[config.mk]
export PLATFORM = sky130hd
export DESIGN_NAME = mem_port_arbiter
export DESIGN_NICKNAME = d
export VERILOG_FILES = /design/src/rtl/mem_port_arbiter.sv
export SDC_FILE = /design/constraint.sdc
export NUM_CORES = 1
export LEC_CHECK = 0
export ABC_CLOCK_PERIOD_IN_PS = 2900
export CORE_UTILIZATION = 41
export DETAILED_ROUTE_END_ITERATION = 12
export GPL_TIMING_DRIVEN = 0
export PLACE_DENSITY_LB_ADDON = 0.15
export SETUP_SLACK_MARGIN = 0.4
export SYNTH_ARGS = -nofsm -noshare
export SYNTH_HDL_FRONTEND = slang
export SYNTH_SLANG_ARGS = --single-unit
export TNS_END_PERCENT = 30
[constraint.sdc]
create_clock -name clk -period 2.9 [get_ports clk]
set_clock_uncertainty 0.05 [all_clocks]
set_input_delay 0.87 -clock clk [delete_from_list [all_inputs] [get_ports clk]]
set_output_delay 0.87 -clock clk [all_outputs]
set_load 0.1 [all_outputs]
[src/rtl/mem_port_arbiter.sv]
// Two-port (instruction fetch / LSU data) arbiter onto a single memory bus, with a
// bounded-wait timeout. Define ARB_RR_EN for round-robin instead of data priority.
module mem_port_arbiter #(
    parameter int AW      = 32,
    parameter int DW      = 32,
    parameter int TIMEOUT = 15
) (
    input  logic          clk,
    input  logic          rstn,
    input  logic          i_req,
    input  logic [AW-1:0] i_addr,
    output logic          i_gnt,
    output logic          i_done,
    output logic [DW-1:0] i_rdata,
    input  logic          d_req,
    input  logic          d_we,
    input  logic [AW-1:0] d_addr,
    input  logic [DW-1:0] d_wdata,
    output logic          d_gnt,
    output logic          d_done,
    output logic [DW-1:0] d_rdata,
    output logic          err,
    output logic          m_req,
    output logic          m_we,
    output logic [AW-1:0] m_addr,
    output logic [DW-1:0] m_wdata,
    input  logic [DW-1:0] m_rdata,
    input  logic          m_ready
);
    localparam int CW = $clog2(TIMEOUT + 1);

    typedef enum logic [1:0] {IDLE, BUSY_I, BUSY_D} state_t;

    state_t        state_q, state_d;
    logic [AW-1:0] addr_q, addr_d;
    logic          we_q, we_d;
    logic [DW-1:0] wdata_q, wdata_d;
    logic [CW-1:0] cnt_q, cnt_d;
    logic          i_done_q, i_done_d;
    logic          d_done_q, d_done_d;
    logic          err_q, err_d;
    logic [DW-1:0] i_rdata_q, i_rdata_d;
    logic [DW-1:0] d_rdata_q, d_rdata_d;

    logic idle, busy, timed_out, finish, d_pick;

    always_comb begin
        idle      = (state_q == IDLE);
        busy      = !idle;
        // Abort on the TIMEOUT-th consecutive not-ready cycle; m_ready on that cycle still completes.
        timed_out = busy && !m_ready && (cnt_q == CW'(TIMEOUT - 1));
        finish    = (busy && m_ready) || timed_out;
    end

`ifdef ARB_RR_EN
    logic last_i_q, last_i_d;

    always_comb d_pick = d_req && (!i_req || last_i_q);

    always_comb begin
        last_i_d = last_i_q;
        if (i_gnt)
            last_i_d = 1'b1;
        else if (d_gnt)
            last_i_d = 1'b0;
    end

    always_ff @(posedge clk or negedge rstn) begin
        if (!rstn)
            last_i_q <= 1'b0;
        else
            last_i_q <= last_i_d;
    end
`else
    always_comb d_pick = d_req;
`endif

    // Output process
    always_comb begin
        i_gnt   = idle && i_req && !d_pick;
        d_gnt   = idle && d_pick;
        m_req   = busy;
        m_we    = busy && we_q;
        m_addr  = addr_q;
        m_wdata = wdata_q;
        i_done  = i_done_q;
        d_done  = d_done_q;
        err     = err_q;
        i_rdata = i_rdata_q;
        d_rdata = d_rdata_q;
    end

    // Next-state process
    always_comb begin
        state_d = state_q;
        case (state_q)
            IDLE: begin
                if (d_gnt)
                    state_d = BUSY_D;
                else if (i_gnt)
                    state_d = BUSY_I;
            end
            BUSY_I, BUSY_D: begin
                if (finish)
                    state_d = IDLE;
            end
            default: state_d = IDLE;
        endcase
    end

    always_ff @(posedge clk or negedge rstn) begin
        if (!rstn)
            state_q <= IDLE;
        else
            state_q <= state_d;
    end

    always_comb begin
        addr_d    = addr_q;
        we_d      = we_q;
        wdata_d   = wdata_q;
        cnt_d     = cnt_q;
        i_done_d  = 1'b0;
        d_done_d  = 1'b0;
        err_d     = 1'b0;
        i_rdata_d = i_rdata_q;
        d_rdata_d = d_rdata_q;
        if (d_gnt) begin
            addr_d  = d_addr;
            we_d    = d_we;
            wdata_d = d_wdata;
        end else if (i_gnt) begin
            addr_d  = i_addr;
            we_d    = 1'b0;
            wdata_d = '0;
        end
        if (busy)
            cnt_d = finish ? '0 : cnt_q + CW'(1);
        if (finish) begin
            err_d = timed_out;
            if (state_q == BUSY_I) begin
                i_done_d  = 1'b1;
                i_rdata_d = timed_out ? '0 : m_rdata;
            end else begin
                d_done_d  = 1'b1;
                d_rdata_d = (timed_out || we_q) ? '0 : m_rdata;
            end
        end
    end

    always_ff @(posedge clk or negedge rstn) begin
        if (!rstn) begin
            addr_q    <= '0;
            we_q      <= 1'b0;
            wdata_q   <= '0;
            cnt_q     <= '0;
            i_done_q  <= 1'b0;
            d_done_q  <= 1'b0;
            err_q     <= 1'b0;
            i_rdata_q <= '0;
            d_rdata_q <= '0;
        end else begin
            addr_q    <= addr_d;
            we_q      <= we_d;
            wdata_q   <= wdata_d;
            cnt_q     <= cnt_d;
            i_done_q  <= i_done_d;
            d_done_q  <= d_done_d;
            err_q     <= err_d;
            i_rdata_q <= i_rdata_d;
            d_rdata_q <= d_rdata_d;
        end
    end
endmodule
==> results of run 1 <==
critical path, cell delays in order, from the launching register on:
cell and delay, ns:
dfrtp_1 0.36, inv_2 0.06, buf_4 0.14, ha_1 0.27, nor2b_2 0.13, buf_4 0.30
sequential cells by signal, indices dropped and copies added (netlist names):
register  cells
d_rdata      32
i_rdata      32
m_addr       32
m_wdata      32
cnt_q         4
state_q       2
d_done        1
err           1
i_done        1
we_q          1
metal layers:
layer  vias up  wire (µm)
li1       2375          -
met1      2514       6560
met2       221       8310
met3        34       1380
met4         0        483
met5         -          0
metrics by stage:
step	std cells	instance area [µm²]	setup TNS (ns)	setup slack, ns	hold slack [ns]
floorplan	512	5500	0	0.406	0.416
global placement	952	8390	-607.36	-4.39	0.401
detailed placement	953	8420	-2.46	-1.44	0.406
CTS	991	9060	0	0.293	0.413
global route	996	8990	0	0.248	0.446
finish	996	8990	0	0.314	0.405
timing repair:
item                       in CTS  in global routing
hold buffers                    0                  0
buffers inserted                7                  5
pin swaps                       2                  1
setup endpoints to repair     135                 99
resized for setup             255                 57
cells by family (layout without fill, tap and decap cells):
| logic type | count (synthesis) | after routing |
|---|---|---|
| AO/OA/AOI/OAI | 108 | 108 |
| adder cells (fa/ha/maj) | 5 | 5 |
| buffers and inverters | 46 | 358 |
| flip-flops | 138 | 138 |
| multiplexers | 1 | 1 |
| AND/OR/NAND/NOR | 214 | 214 |
cells in the final DEF (no fill, tap or decap), drive strengths merged, types with 32 or more instances in the layout:
cell type	synthesis	layout
a22o	65	65
dlygate4sd2	0	68
dfrtp	138	138
a31oi	32	32
nor2	32	32
nand2	135	135
clkbuf	14	61
nand3	36	36
clkdlybuf4s50	0	130
buf	25	44
clkdlybuf4s15	0	36
worst max-delay path by stage:
stage | from | to | slack, ns | cells past startpoint
after floorplan | d_req | d_gnt | 0.41 | 4
after global placement | rstn | m_wdata[12] | -4.39 | 1
after detailed placement | d_req | d_gnt | -1.44 | 6
after CTS | state_q[1] | d_gnt | 0.29 | 8
after global routing | state_q[0] | d_gnt | 0.25 | 8
final | state_q[1] | m_we | 0.31 | 5
layout make-up:
| cell class | instances | share of cell area [%] |
|---|---|---|
| inverter | 7 | 0.348 |
| multi-input combinational | 328 | 20.6 |
| clock buffer | 19 | 4.92 |
| clock inverter | 12 | 1.67 |
| sequential | 138 | 38.4 |
| tap | 172 | 2.39 |
| buffer | 39 | 2.42 |
| timing repair buffer | 281 | 29.3 |
==> impl_metrics.yaml, run 1 <==
routing:
  dr.pass1.iters: 5
  avgViaCountPerCell: 5.16
  ant_nets: 0
  via_count: 5144
  wire_per_inst_um: 16.8
  drt-initial-drc-count: 293
  drc: 0
  drt_wl_total_um: 16700
finish:
  multi_input_area_um2: 1850
  syn_to_final_growth_pct: 63.8
  nets: 951
  fillers: 1028
  layout-drive-gt1-share_pct: 17.8
  diodes: 0
  post-route-util_pct: 70.1
  regArea_um2: 3450
global_routing:
  first_global_vias: 5289
  grtUsageMet1_pct: 28.6
  grt.busiest_layer: "met2"
  gr-total-overflow: 0
  grt_max_degree: 71
  use_met3_pct: 8.53
  grt_usage_pct: 25.0
  met2_usage_pct: 42.3
  antenna_found_initial: 0
  grt_pass1_wl_um: 27200
timing:
  period_minus_slack_ns: 2.59
  worst_pin_slew_ns: 0.988
  relSlewSlack_pct: 34.4
  fin_crit_sh_pct: 89.2
  fmax_mhz: 387
  maxSlewViolCount: 0
  finalSetupViolations: 0
  hold_violations: 0
  rsz0062_at_grt: "true"
yosys:
  netlist_area_um2: 5490
  synth_common_cells: "dfrtp_1 (138), nand2_1 (135), a22o_1 (65), nand3_1 (35)"
  ys_warn_count: 0
  synthAdderAreaFrac_pct: 1.14
  synth_cell_type_count: 30
  synth_area_leaders: "dfrtp_1 (63%), a22o_1 (10%), nand2_1 (9.2%)"
  synth_top_family_by_area: "simple AND/OR/NAND/NOR gates"
  muxShareOfSynthArea_pct: 0.182
  synthFlopType: "dfrtp_1"
  synth_compound_area_share_pct: 15.7
  yosys_register_bits: 138
  synth_top_area_share_pct: 62.9
  synth_nets: 651
  synth-simple-area-share_pct: 16.2
  yosysSeqAreaShare_pct: 62.9
  syn_area_per_cell_um2: 10.7
  synthArstFlopShare_pct: 100
  synth_cells: 512
  synth_xor_area_share_pct: 0
  synth_edf_count: 0
  yosysMostFrequentCell: "dfrtp_1"
  synth.largest_area_cell: "dfrtp_1"
clock_tree:
  ctsHtreeMaxLevel: 4
  clk-insertion-delay-late_ns: 0.41
  cts.sinks: 138
  cts_root_buf: "clkbuf_16"
  clk_pin_slew_ns: 0.06
  cts_tree: "done"
  cts_buffer_depth: 2
  numCtsBuffers: 17
setup_path:
  start_kind: "register"
  end_kind: "output port"
  rr_endpoint: "d_rdata[15]"
  worstPathRequired_ns: 1.98
  critPathMaxFanout: 6
  crit_type: "reg -> out"
  reg2reg_slack_ns: 0.71
  r2r_cells: 7
  critical_path_arrival_ns: 1.67
  r2r_start: "state_q[1]"
placed_design:
  io_buffers: 268
  dpl.hpwl_um: 12000
  routabilityCongestion: 0.799
floorplan:
  start_util_pct: 42.8
  die_area_um2: 13900
  dieWidth_um: 118
  core.rowCount: 41
  die_h_um: 118
  io-pin-count: 269
  core_area_um2: 12800
outcome:
  outcome: "finished, final reports clean"
worst_hold_path:
  hp-class: "in -> async"
run:
  cap_violations: 0
Power of run 1 is left out: the tool's default activity adds up to more than one toggle a clock period on the data nets, which glitch-free logic cannot reach.
==> run 2, diff against run 1 <==
Settings changed: GPL_ROUTABILITY_DRIVEN set to 0.
==> results of run 2 <==
Final layout, timing and power as in run 1 (identical DEF).
Power of run 2 is left out for the same reason.
